**src/rtl/sfm_max_reducer.sv**
```systemverilog
// Streaming running-maximum over strobed float lanes, one max/count result per vector.
// Optional NaN propagation is enabled by defining SFM_MAX_NAN_PROP_EN.
module sfm_max_reducer #(
  parameter int EXP_BITS  = 8,
  parameter int MAN_BITS  = 7,
  parameter int NUM_IN    = 4,
  parameter int CNT_WIDTH = 16
) (
  input  logic                                  clk_i,
  input  logic                                  rst_ni,
  input  logic                                  enable_i,
  input  logic                                  clear_i,
  input  logic                                  valid_i,
  output logic                                  ready_o,
  input  logic [NUM_IN*(1+EXP_BITS+MAN_BITS)-1:0] data_i,
  input  logic [NUM_IN-1:0]                     strb_i,
  input  logic                                  last_i,
  output logic                                  valid_o,
  input  logic                                  ready_i,
  output logic [EXP_BITS+MAN_BITS:0]            max_o,
  output logic [CNT_WIDTH-1:0]                  count_o
);

  localparam int WIDTH = 1 + EXP_BITS + MAN_BITS;
  localparam int PC_W  = $clog2(NUM_IN + 1);

  localparam logic [1:0] S_IDLE  = 2'd0;
  localparam logic [1:0] S_ACCUM = 2'd1;
  localparam logic [1:0] S_HOLD  = 2'd2;

  localparam logic [WIDTH-1:0] NEG_INF = {1'b1, {EXP_BITS{1'b1}}, {MAN_BITS{1'b0}}};

  // Maps floats onto unsigned integers with the same ordering (-inf lowest, -0 < +0).
  function automatic logic [WIDTH-1:0] order_key(input logic [WIDTH-1:0] v);
    return v[WIDTH-1] ? ~v : {1'b1, v[WIDTH-2:0]};
  endfunction

  logic [1:0]           state_q, state_d;
  logic                 valid_q, valid_d;
  logic [WIDTH-1:0]     max_q, max_d;
  logic [CNT_WIDTH-1:0] cnt_q, cnt_d;
  logic [WIDTH-1:0]     run_max_q, run_max_d;
  logic [CNT_WIDTH-1:0] run_cnt_q, run_cnt_d;

  logic [NUM_IN-1:0]    lane_nan;
  logic [NUM_IN-1:0]    lane_use;
  logic [WIDTH-1:0]     tree_max;
  logic [PC_W-1:0]      tree_cnt;
  logic [WIDTH-1:0]     base_max, merged_max;
  logic [CNT_WIDTH-1:0] base_cnt, merged_cnt;
  logic [CNT_WIDTH:0]   cnt_sum;
  logic                 accept;
  logic [WIDTH-1:0]     final_max;

  genvar gi;
  generate
    for (gi = 0; gi < NUM_IN; gi++) begin : g_lane
      assign lane_nan[gi] = strb_i[gi]
                          & (&data_i[gi*WIDTH+MAN_BITS +: EXP_BITS])
                          & (|data_i[gi*WIDTH +: MAN_BITS]);
`ifdef SFM_MAX_NAN_PROP_EN
      assign lane_use[gi] = strb_i[gi];
`else
      assign lane_use[gi] = strb_i[gi] & ~lane_nan[gi];
`endif
    end
  endgenerate

  always_comb begin
    tree_max = NEG_INF;
    tree_cnt = '0;
    for (int i = 0; i < NUM_IN; i++) begin
      if (lane_use[i]) begin
        tree_cnt = tree_cnt + PC_W'(1);
        if (order_key(data_i[i*WIDTH +: WIDTH]) > order_key(tree_max))
          tree_max = data_i[i*WIDTH +: WIDTH];
      end
    end
  end

  // In IDLE the running contribution is the neutral element, whatever the registers hold.
  assign base_max   = (state_q == S_ACCUM) ? run_max_q : NEG_INF;
  assign base_cnt   = (state_q == S_ACCUM) ? run_cnt_q : '0;
  assign merged_max = (order_key(tree_max) > order_key(base_max)) ? tree_max : base_max;
  assign cnt_sum    = {1'b0, base_cnt} + (CNT_WIDTH+1)'(tree_cnt);
  assign merged_cnt = cnt_sum[CNT_WIDTH] ? {CNT_WIDTH{1'b1}} : cnt_sum[CNT_WIDTH-1:0];

  assign ready_o = enable_i & (state_q != S_HOLD);
  assign accept  = valid_i & ready_o;

`ifdef SFM_MAX_NAN_PROP_EN
  localparam logic [WIDTH-1:0] QNAN = {1'b0, {EXP_BITS{1'b1}}, 1'b1, {(MAN_BITS-1){1'b0}}};
  logic nan_q, nan_d, merged_nan;
  assign merged_nan = ((state_q == S_ACCUM) & nan_q) | (|lane_nan);
  assign final_max  = merged_nan ? QNAN : merged_max;
`else
  assign final_max  = merged_max;
`endif

  always_comb begin
    state_d   = state_q;
    valid_d   = valid_q;
    max_d     = max_q;
    cnt_d     = cnt_q;
    run_max_d = run_max_q;
    run_cnt_d = run_cnt_q;
`ifdef SFM_MAX_NAN_PROP_EN
    nan_d     = nan_q;
`endif
    if (clear_i) begin
      state_d   = S_IDLE;
      valid_d   = 1'b0;
      run_max_d = NEG_INF;
      run_cnt_d = '0;
`ifdef SFM_MAX_NAN_PROP_EN
      nan_d     = 1'b0;
`endif
    end else if (enable_i) begin
      case (state_q)
        S_HOLD: begin
          if (ready_i) begin
            valid_d = 1'b0;
            state_d = S_IDLE;
          end
        end
        default: begin
          if (accept) begin
            if (last_i) begin
              max_d     = final_max;
              cnt_d     = merged_cnt;
              valid_d   = 1'b1;
              run_max_d = NEG_INF;
              run_cnt_d = '0;
`ifdef SFM_MAX_NAN_PROP_EN
              nan_d     = 1'b0;
`endif
              state_d   = S_HOLD;
            end else begin
              run_max_d = merged_max;
              run_cnt_d = merged_cnt;
`ifdef SFM_MAX_NAN_PROP_EN
              nan_d     = merged_nan;
`endif
              state_d   = S_ACCUM;
            end
          end
        end
      endcase
    end
  end

  always_ff @(posedge clk_i or negedge rst_ni) begin
    if (!rst_ni) begin
      state_q   <= S_IDLE;
      valid_q   <= 1'b0;
      max_q     <= NEG_INF;
      cnt_q     <= '0;
      run_max_q <= NEG_INF;
      run_cnt_q <= '0;
`ifdef SFM_MAX_NAN_PROP_EN
      nan_q     <= 1'b0;
`endif
    end else begin
      state_q   <= state_d;
      valid_q   <= valid_d;
      max_q     <= max_d;
      cnt_q     <= cnt_d;
      run_max_q <= run_max_d;
      run_cnt_q <= run_cnt_d;
`ifdef SFM_MAX_NAN_PROP_EN
      nan_q     <= nan_d;
`endif
    end
  end

  assign valid_o = valid_q;
  assign max_o   = max_q;
  assign count_o = cnt_q;

endmodule

```
**config.mk**
```make
export PLATFORM = sky130hd
export DESIGN_NAME = sfm_max_reducer
export DESIGN_NICKNAME = d
export VERILOG_FILES = /design/src/rtl/sfm_max_reducer.sv
export SDC_FILE = /design/constraint.sdc
export NUM_CORES = 1
export LEC_CHECK = 0
export BUFFER_PORTS_ARGS = -buffer_cell sky130_fd_sc_hd__buf_2
export CAP_MARGIN = 20
export CORE_UTILIZATION = 25
export CTS_CLUSTER_DIAMETER = 60
export DETAILED_ROUTE_END_ITERATION = 8
export HOLD_SLACK_MARGIN = 0.12
export MAX_ROUTING_LAYER = met4
export PLACE_DENSITY = 0.53
export SYNTH_ARGS = -nofsm -noshare
export SYNTH_HDL_FRONTEND = slang
export SYNTH_SLANG_ARGS = --single-unit
```
**constraint.sdc**
```tcl
create_clock -name clk_i -period 3.8 [get_ports clk_i]
set_clock_uncertainty 0.2 [all_clocks]
set_input_delay 0.38 -clock clk_i [delete_from_list [all_inputs] [get_ports clk_i]]
set_output_delay 0.38 -clock clk_i [all_outputs]
set_load 0.01 [all_outputs]
```
==> results.ini <==
[run_status]
status=finished with violations
violations=negative setup slack

[drt]
via_per_inst=4.64
ant_nets=0
drc=0
wl_um=21800
vias=6828
drt-wirelength-per-cell_um=14.8
initialDrtViolationCount=249
drt_pre_antenna_iters=5

[clock_tree]
path_clk_slew_ns=0.06
cts_buffer_depth=2
cts_tree=built
worstSkewPairLatency_ns=0.33
clkSinkCount=67
cts_htree_levels=3
cts-root-buf=clkbuf_16
cts_buffers=9

[power]
vdd_drop_max_uv=226
power_mw=4.36
p_leak_nw=4.77
power.density_nw_per_um2=420

[die]
num_io_pins=109
rows=60
fp.dieH_um=169
die_width_um=169
initial_utilization_pct=25.6
core_um2=27100
die-area_um2=28400

[sta]
tightest_slew_ns=0.948
final.min_clock_period_ns=9.61
rsz0062_at_grt=yes
max_freq_mhz=104
max_slew_margin_pct=36.5
hold_viol=0
fin_crit_sh_pct=253
setup_viol=64
holdWs_ns=0.192
setup_slack_ns=-5.81
finalMaxSlewViolations=0
setup_tns_ns=-192.30

[finish]
nets=1240
area_growth_syn_to_layout_pct=49.3
drive_gt1_share_pct=41.8
mostFrequentLayoutCells=188 x buf_4, 107 x buf_2, 81 x xor2_1, 67 x ha_1, 65 x nand2_1
layout_commonest_cell=buf_4
n_antenna_cell=0
fillers=2734

[synthesis]
syn_inst=805
synth_area_leader_cell=dfrtp_1
synth_nets=950
yosysTopAreaCellShare_pct=17.7
synth_warnings=0
synthArstFlopShare_pct=100
yosysUniqueCellTypes=61
synth.avg_cell_area_um2=8.62
syn_area_um2=6940
synth_flop_cell=dfrtp_1
ys_seq_elements=67
synth_edf_count=0
yosysSeqAreaShare_pct=24.5
synth_area_leaders=dfrtp_1 18%, ha_1 12%, xor2_1 10%

[worst_setup_path]
path_delay_family=simple AND/OR/NAND/NOR gates
slowest_delay_ns=0.56
cp_slowest_cell=or4_4
cp-end-kind=register
start_kind=input port
critPathArrivalTime_ns=9.66
crit_required_ns=3.85
cp_max_fo=9
criticalPathCategory=input port to register
critPathBufInv=9

[placement]
gp_congestion=0.898
pre_cts_ws_ns=-6.13
place_hpwl_um=17100
io_buffers=108

[grt]
grt_use_total_pct=15.9
antenna_found_initial=0
overflow=0
grt_pass1_vias=6925
grt_max_degree=49
grt_pass1_wl_um=35100

[job]
drv_cap=0

[min_path]
min_path_type=input port to register

[synthesized netlist by cell type (3+ instances only)]
cell type,n
inv_1,28
dfrtp_1,49
buf_2,5
xnor2_1,45
or4_1,4
mux2_4,5
a22o_1,10
nor3b_1,7
a21oi_1,62
buf_4,4
o31ai_1,3
a211oi_2,10
nor4_1,6
or2_2,3
o211ai_1,3
a211oi_1,5
nor3_1,22
and3_1,13
mux2i_1,24
buf_6,5
a221o_1,8
o21ai_0,36
nand4_1,24
clkbuf_1,25
and2_1,5
nor2b_1,8
xor2_1,81
a31oi_1,13
buf_1,3
a21o_1,7
o21a_1,6
nand2_1,66
ha_1,69
nand3_1,13
dfstp_2,18
mux2_2,17
nand2b_1,5
nor2_1,63
[cell type report]
type,count,area [um2],share of cell area [%]
clock buffers,10,229,2.21
clock inverters,6,90.1,0.870
inverters,29,114,1.10
multi-input cells,668,5390,52.0
flip-flops and latches,67,1700,16.4
well taps,372,465,4.49
repair buffers,320,2380,22.9
[where the power goes]
part           internal [mW]  switching (mW)
logic                   1.29            1.20
registers              0.877          0.0857
clock network          0.576           0.321
[final timing paths]
path	from	to	slack, ns	cells past startpoint
worst max-delay path	data_i[6]	max_o[10]	-5.81	45
worst min register to register	run_cnt_q[0]	run_cnt_q[0]	0.28	2
worst min-delay path	last_i	valid_o	0.19	3
worst max register to register	run_max_q[15]	max_o[10]	0.21	15
max in group asynchronous	rst_ni	max_o[0]	2.08	3
min in group asynchronous	rst_ni	count_o[12]	0.33	2
[per-stage QoR]
stage / instance area [um2] / utilization (%) / instances
after floorplan: 7110 / - / 805
after global placement: 9430 / 34.8 / 1437
after detailed placement: 9430 / 34.8 / 1437
after CTS: 10100 / 37.2 / 1465
after global routing: 10400 / 38.2 / 1472
final: 10400 / 38.2 / 1472
[layer usage]
| layer | wire length (um) | vias up | track usage, % |
|---|---|---|---|
| met4 | 250 | 0 | 3.60 |
| met2 | 10600 | 131 | 27.1 |
| met1 | 10400 | 3233 | 20.7 |
| li1 | - | 3453 | - |
| met5 | 0 | - | - |
| met3 | 582 | 11 | 1.17 |
[logic make-up after synthesis]
logic type	after synthesis	synth area share [%]
compound gates	175	16.7
fa+ha+maj	70	12.7
flops	67	24.5
xor+xnor	126	15.9
buf+inv	71	4.69
mux	47	7.63
simple gates	249	17.8
[worst register-to-register path: stages (launching register included)]
cell and delay [ns]:
dfstp_2 0.77, xor2_1 0.12, nor2_1 0.16, ha_1 0.27, nor2b_1 0.13, o21a_1 0.17, o21ai_2 0.15, a211oi_2 0.10
o31ai_4 0.27, buf_4 0.15, a21oi_2 0.04, nor4_4 0.36, buf_6 0.21, buf_12 0.13, nor3_1 0.05, a211oi_2 0.23
[registers in the layout (all words and copies together) (netlist names)]
register,count
count_o,16
max_o,16
run_cnt_q,16
run_max_q,16
state_q,2
valid_o,1
[repair_timing]
action	in CTS	in global routing
resized for setup	57	36
hold endpoints to repair	17	0
gates cloned	4	2
setup buffers	7	5
hold buffers	1	0
pin swaps	29	13
endpoints found under the setup margin	64	64
No activity file was read; power rests on OpenSTA's default activity.
